## config.mk

```make
export PLATFORM = sky130hd
export DESIGN_NAME = video_scan_gen
export DESIGN_NICKNAME = d
export VERILOG_FILES = /design/src/rtl/video_scan_gen.sv
export SDC_FILE = /design/constraint.sdc
export NUM_CORES = 1
export LEC_CHECK = 0
export BUFFER_PORTS_ARGS = -buffer_cell sky130_fd_sc_hd__buf_4
export CORE_ASPECT_RATIO = 1.4
export CORE_MARGIN = 2
export CORE_UTILIZATION = 40
export CTS_BUF_LIST = sky130_fd_sc_hd__clkbuf_8
export CTS_CLUSTER_DIAMETER = 30
export CTS_CLUSTER_SIZE = 10
export DETAILED_ROUTE_END_ITERATION = 6
export PLACE_DENSITY = 0.63
export SYNTH_ARGS = -nofsm -noshare
export SYNTH_HDL_FRONTEND = slang
export SYNTH_SLANG_ARGS = --single-unit
```

## constraint.sdc

```tcl
create_clock -name clk -period 3.8 [get_ports clk]
set_input_delay 0.19 -clock clk [delete_from_list [all_inputs] [get_ports clk]]
set_output_delay 0.19 -clock clk [all_outputs]
set_load 0.02 [all_outputs]
```

## src/rtl/video_scan_gen.sv

```systemverilog
`default_nettype none
// ============================================================================
// Module   : video_scan_gen
// Function : DVI raster timing generator with scaled VRAM fetch; sync/de are
//            delayed two stages to meet the synchronous VRAM read data.
//            Optional colour-bar source: VIDEO_SCAN_GEN_TESTPAT_EN.
// Revision : 1.0 - initial release
// ============================================================================
module video_scan_gen #(
  parameter int   H_BPORCH   = 220,
  parameter int   H_ACTIVE   = 1280,
  parameter int   H_FPORCH   = 110,
  parameter int   H_SYNC     = 40,
  parameter logic H_POLAR    = 1'b1,
  parameter int   V_BPORCH   = 20,
  parameter int   V_ACTIVE   = 720,
  parameter int   V_FPORCH   = 5,
  parameter int   V_SYNC     = 5,
  parameter logic V_POLAR    = 1'b1,
  parameter int   SCALE_LOG2 = 3,
  parameter int   CNT_W      = 12,
  parameter int   ADDR_W     = 16
) (
  input  logic              clk,
  input  logic              rst,
  input  logic              en,
`ifdef VIDEO_SCAN_GEN_TESTPAT_EN
  input  logic              test_mode,
`endif
  output logic [ADDR_W-1:0] vram_addr,
  input  logic [23:0]       vram_rdata,
  output logic              rgb_hs,
  output logic              rgb_vs,
  output logic              rgb_de,
  output logic [7:0]        rgb_r,
  output logic [7:0]        rgb_g,
  output logic [7:0]        rgb_b,
  output logic              line_start,
  output logic              frame_start,
  output logic [15:0]       frame_cnt
);

  localparam int c_h_total = H_BPORCH + H_ACTIVE + H_FPORCH + H_SYNC;
  localparam int c_v_total = V_BPORCH + V_ACTIVE + V_FPORCH + V_SYNC;

  localparam logic [CNT_W-1:0] c_h_last     = CNT_W'(c_h_total - 1);
  localparam logic [CNT_W-1:0] c_h_act_beg  = CNT_W'(H_BPORCH);
  localparam logic [CNT_W-1:0] c_h_act_end  = CNT_W'(H_BPORCH + H_ACTIVE);
  localparam logic [CNT_W-1:0] c_h_sync_beg = CNT_W'(H_BPORCH + H_ACTIVE + H_FPORCH);
  localparam logic [CNT_W-1:0] c_v_last     = CNT_W'(c_v_total - 1);
  localparam logic [CNT_W-1:0] c_v_act_beg  = CNT_W'(V_BPORCH);
  localparam logic [CNT_W-1:0] c_v_act_end  = CNT_W'(V_BPORCH + V_ACTIVE);
  localparam logic [CNT_W-1:0] c_v_sync_beg = CNT_W'(V_BPORCH + V_ACTIVE + V_FPORCH);
  localparam logic [ADDR_W-1:0] c_cols      = ADDR_W'(H_ACTIVE >> SCALE_LOG2);

  // Scan counters and frame counter
  logic [CNT_W-1:0] r_h;
  logic [CNT_W-1:0] r_v;
  logic [15:0]      r_frame_cnt;
  logic             w_h_wrap;
  logic             w_v_wrap;

  assign w_h_wrap = (r_h == c_h_last);
  assign w_v_wrap = (r_v == c_v_last);

  always_ff @(posedge clk or posedge rst) begin
    if (rst) begin
      r_h         <= '0;
      r_v         <= '0;
      r_frame_cnt <= '0;
    end else if (!en) begin
      r_h <= '0;
      r_v <= '0;
    end else if (w_h_wrap) begin
      r_h <= '0;
      if (w_v_wrap) begin
        r_v         <= '0;
        r_frame_cnt <= r_frame_cnt + 16'd1;
      end else begin
        r_v <= r_v + CNT_W'(1);
      end
    end else begin
      r_h <= r_h + CNT_W'(1);
    end
  end

  // Stage 0: decode of the current counter state
  logic              w_de0;
  logic              w_hs0;
  logic              w_vs0;
  logic              w_ls0;
  logic              w_fs0;
  logic [CNT_W-1:0]  w_x;
  logic [CNT_W-1:0]  w_y;
  logic [ADDR_W-1:0] w_addr;

  assign w_de0 = (r_h >= c_h_act_beg) && (r_h < c_h_act_end) &&
                 (r_v >= c_v_act_beg) && (r_v < c_v_act_end);
  assign w_hs0 = (r_h >= c_h_sync_beg) ? H_POLAR : ~H_POLAR;
  assign w_vs0 = (r_v >= c_v_sync_beg) ? V_POLAR : ~V_POLAR;
  // Pulses are gated by en so a held-at-zero scan does not repeat them
  assign w_ls0 = en && (r_h == '0);
  assign w_fs0 = w_ls0 && (r_v == '0);

  assign w_x    = r_h - c_h_act_beg;
  assign w_y    = r_v - c_v_act_beg;
  assign w_addr = ADDR_W'(w_x >> SCALE_LOG2) + ADDR_W'(w_y >> SCALE_LOG2) * c_cols;

  // Stage 1: address issue and first alignment register
  logic [ADDR_W-1:0] r_vram_addr;
  logic              r_de1;
  logic              r_hs1;
  logic              r_vs1;
  logic              r_ls1;
  logic              r_fs1;

  always_ff @(posedge clk or posedge rst) begin
    if (rst) begin
      r_vram_addr <= '0;
      r_de1       <= 1'b0;
      r_hs1       <= ~H_POLAR;
      r_vs1       <= ~V_POLAR;
      r_ls1       <= 1'b0;
      r_fs1       <= 1'b0;
    end else begin
      if (w_de0) begin
        r_vram_addr <= w_addr;
      end
      r_de1 <= w_de0;
      r_hs1 <= w_hs0;
      r_vs1 <= w_vs0;
      r_ls1 <= w_ls0;
      r_fs1 <= w_fs0;
    end
  end

  // Stage 2: aligned with vram_rdata
  logic r_de2;
  logic r_hs2;
  logic r_vs2;
  logic r_ls2;
  logic r_fs2;

  always_ff @(posedge clk or posedge rst) begin
    if (rst) begin
      r_de2 <= 1'b0;
      r_hs2 <= ~H_POLAR;
      r_vs2 <= ~V_POLAR;
      r_ls2 <= 1'b0;
      r_fs2 <= 1'b0;
    end else begin
      r_de2 <= r_de1;
      r_hs2 <= r_hs1;
      r_vs2 <= r_vs1;
      r_ls2 <= r_ls1;
      r_fs2 <= r_fs1;
    end
  end

  logic [23:0] w_pix;

`ifdef VIDEO_SCAN_GEN_TESTPAT_EN
  localparam logic [CNT_W-1:0] c_bar_w = CNT_W'(H_ACTIVE / 8);

  logic [2:0]  w_bar_idx;
  logic [23:0] w_bar_rgb;
  logic [23:0] r_bar1;
  logic [23:0] r_bar2;
  logic        r_tm1;
  logic        r_tm2;

  always_comb begin
    w_bar_idx = 3'd0;
    for (int i = 1; i < 8; i++) begin
      if (w_x >= CNT_W'(i) * c_bar_w) begin
        w_bar_idx = 3'(i);
      end
    end
  end

  always_comb begin
    w_bar_rgb = 24'h000000;
    case (w_bar_idx)
      3'd0:    w_bar_rgb = 24'hFFFFFF;
      3'd1:    w_bar_rgb = 24'hFFFF00;
      3'd2:    w_bar_rgb = 24'h00FFFF;
      3'd3:    w_bar_rgb = 24'h00FF00;
      3'd4:    w_bar_rgb = 24'hFF00FF;
      3'd5:    w_bar_rgb = 24'hFF0000;
      3'd6:    w_bar_rgb = 24'h0000FF;
      default: w_bar_rgb = 24'h000000;
    endcase
  end

  // Bar colour and its select follow the same two-stage path as de
  always_ff @(posedge clk or posedge rst) begin
    if (rst) begin
      r_bar1 <= '0;
      r_bar2 <= '0;
      r_tm1  <= 1'b0;
      r_tm2  <= 1'b0;
    end else begin
      r_bar1 <= w_bar_rgb;
      r_bar2 <= r_bar1;
      r_tm1  <= test_mode;
      r_tm2  <= r_tm1;
    end
  end

  assign w_pix = r_tm2 ? r_bar2 : vram_rdata;
`else
  assign w_pix = vram_rdata;
`endif

  assign {rgb_r, rgb_g, rgb_b} = r_de2 ? w_pix : 24'h000000;
  assign rgb_de      = r_de2;
  assign rgb_hs      = r_hs2;
  assign rgb_vs      = r_vs2;
  assign line_start  = r_ls2;
  assign frame_start = r_fs2;
  assign vram_addr   = r_vram_addr;
  assign frame_cnt   = r_frame_cnt;

endmodule
`default_nettype wire

```

==> qor.yml <==
status:
  status: "finished clean"
place:
  gp_congestion: 0.7852
  dp_hpwl_um: 6959
  post-place-ws_ns: 0.02593
  numPortBuffers: 87
  place_area_sq_mm: 0.005012
logic_synthesis:
  yosysTopAreaCell: "dfrtp_1"
  async_flop_share_pct: 100.0
  synth-main-ff-cell: "dfrtp_1"
  synth_seq_area_share_pct: 39.41
  synth_seq_cells: 66
  synth_top_area_share_pct: 39.41
  syn_avg_cell_area_sq_um: 9.230
  synth_nets: 512
  synth.distinct_cells: 49
  ys_top_cells_by_area: "dfrtp_1 39%, ha_1 8.7%, xnor2_1 7.7%"
  synth_edf_count: 0
  syn_inst: 454
  yosys_warnings: 0
  syn_area_sq_mm: 0.004190
critical_path:
  crit_family: "simple AND/OR/NAND/NOR gates"
  slowest_delay_ns: 0.58
  crit_arrival_ns: 3.84
  r2r-start: "r_v[2]$_DFFE_PP0P_"
  worstSetupStartpointType: "register"
  cp.buffers_inverters: 2
  cp_slowest_cell: "or4_2"
  path_class: "reg2reg"
  end_kind: "register"
  path_cells: "inv_2 > ha_1 > nor2b_1 > or4_2 > xor2_1 > inv_1 > ha_1 > ha_4 > nor2b_1 > o21ai_1 > nand2b_1 > a31oi_1 > xor2_1 > or4_1 > a31oi_1"
  cp_max_fo: 4
  required_ns: 4.08
  worstSetupStartpoint: "r_v[2]$_DFFE_PP0P_"
drt:
  totalWireLength_um: 9194
  ant_nets: 0
  post-route-drc-count: 0
  dr.pass1.iters: 4
  via_count: 3466
  wl_per_cell_um: 13.42
  drtIter0Drc: 123
  viasPerCell: 5.060
cts:
  clock-root-buffer: "clkbuf_8"
  clock-sinks: 66
  clk_pin_slew_worst_paths_ns: 0.07
  postCtsHoldBufs: 0
  cts_resized: 0
  post-cts-setup-buffer-count: 0
  worstSkewPairLatency_ns: 0.36
  htreeDepth: 3
  tritoncts: "done"
  clock_path_buffers: 2
  cts-buffers-inserted: 9
run:
  maxCapViolations: 0
sta:
  fin_skew_ns: 0.01079
  whs_ns: 0.07332
  slew_headroom_pct: 34.22
  setup-tns-final_ns: 0
  grt_setup_unrepaired: "no"
  finalWorstSetupSlack_ns: 0.2451
  max_freq_mhz: 281.3
  final-hold-violation-count: 0
  maxSlewViolCount: 0
  period_share_pct: 93.55
  setup_viol: 0
  layout_min_cycle_time_ns: 3.555
  worst_pin_slew_ns: 0.9853
layout:
  fillCellCount: 947
  final_layout_size_suffix_gt1_share_pct: 23.40
  postLayoutCoreUtil_pct: 51.11
  final_nets: 601
  syn_to_final_growth_pct: 25.56
  final_area_sq_mm: 0.005261
  diodes: 0
power_and_ir_drop:
  power.density_mw_per_mm2: 280.0
  p_leak_nw: 2.574
  peakVddDrop_mv: 0.1715
global_routing:
  antenna_found_initial: 0
  grt_pass1_wl_um: 15930
  grt_pass1_vias: 3398
  grtUsageTotal_pct: 17.21
  grt_max_degree: 48
  gr-total-overflow: 0
die:
  die_w_um: 90.50
  die_h_um: 125.1
  io_pins: 88
  initial_utilization_pct: 40.70
  fp.coreArea_sq_mm: 0.01029
  die_area_sq_mm: 0.01132
  row_count: 44
hold_path:
  hold_class: "in2async"
cells by family (layout without fill, tap and decap cells):
family	count (synthesis)	after routing	synth area share [%]
DFF	66	66	39.41
and+or+nand+nor	169	169	21.41
AOI/OAI and AO/OA	74	74	10.78
muxes	4	4	1.075
buffers and inverters	48	141	4.748
adders and majority gates	31	31	9.615
xor gates and xnor gates	62	62	12.96
cells in the mapped netlist (2+ instances only):
cell type	count
dfrtp_1	66
nand2_1	40
xnor2_1	37
o21ai_0	30
ha_1	29
and2_1	26
inv_1	26
nor2_1	25
xor2_1	25
clkbuf_1	19
nand3_1	19
a21oi_1	13
nor3_1	13
nand4_1	10
a21o_1	7
nand2b_1	6
and3_1	5
nor4_1	5
a31oi_1	4
mux2_2	4
nor2b_1	3
o211ai_1	3
o22ai_1	3
or3_1	3
a211o_1	2
a211oi_1	2
buf_6	2
fa_1	2
nand3b_1	2
nor4bb_1	2
o31ai_1	2
or4_1	2
registers in the layout (all words and copies together), names as in the netlist, 12 cells and up:
| register | flops |
|---|---|
| frame_cnt | 16 |
| vram_addr | 16 |
| r_v | 12 |
| r_h | 12 |
cell usage in the layout (no fill, tap or decap), types with 3 or more instances in the layout:
cell       netlist  layout
o22ai_1          3       3
inv_1           26      25
or3_1            3       3
clkbuf_8         0       9
nand2b_1         6       6
and2_1          26      26
a21oi_1         13      13
buf_4            1     100
and3_1           5       5
nand2_1         40      40
nor2b_1          3       3
nor4_1           5       5
o211ai_1         3       3
nand3_1         19      19
bufinv_16        0       3
xor2_1          25      25
xnor2_1         37      37
ha_1            29      28
nor2_1          25      25
nor3_1          13      13
a21o_1           7       7
dfrtp_1         66      66
mux2_2           4       4
o21ai_0         30      28
a31oi_1          4       4
nand4_1         10      10
power by group:
group	switching, mW	leakage (nW)	internal (mW)
clock	0.270	0.120	0.429
sequential	0.00476	0.916	0.709
combinational	0.0327	1.54	0.0271
routing by layer:
| metal | global-route usage (%) | routed length, um |
|---|---|---|
| met1 | 19.70 | 3809 |
| met2 | 30.42 | 4694 |
| met3 | 3.554 | 489 |
| met4 | 8.235 | 200 |
| met5 | 0 | 0 |
stage by stage:
stage	cells	power (mW)
floorplan	454	0.7542
global placement	670	0.7880
detailed placement	670	0.7890
CTS	685	1.489
global route	685	1.522
finish	685	1.473
cell type report:
type	instances	area, sq um	area share, %
repair buffers	100	750.7	14.27
multi-input cells	340	2357	44.80
well taps	138	172.7	3.282
clock inverters	6	107.6	2.045
inverters	26	97.59	1.855
clock buffers	9	123.9	2.354
flip-flops and latches	66	1652	31.39
final timing paths:
check                                            end  slack, ns  depth (start not counted)
hold reg to reg                frame_start$_DFF_PP0_       0.35                          0
setup / recovery           vram_addr[15]$_DFFE_PP0P_       0.25                         15
setup reg to reg           vram_addr[15]$_DFFE_PP0P_       0.25                         15
min in group clk                    r_h[1]$_DFF_PP0_       0.10                          2
max in group asynchronous      frame_start$_DFF_PP0_       2.89                          3
hold / removal             vram_addr[13]$_DFFE_PP0P_       0.07                          2
No activity file was read; power rests on OpenSTA's default activity.
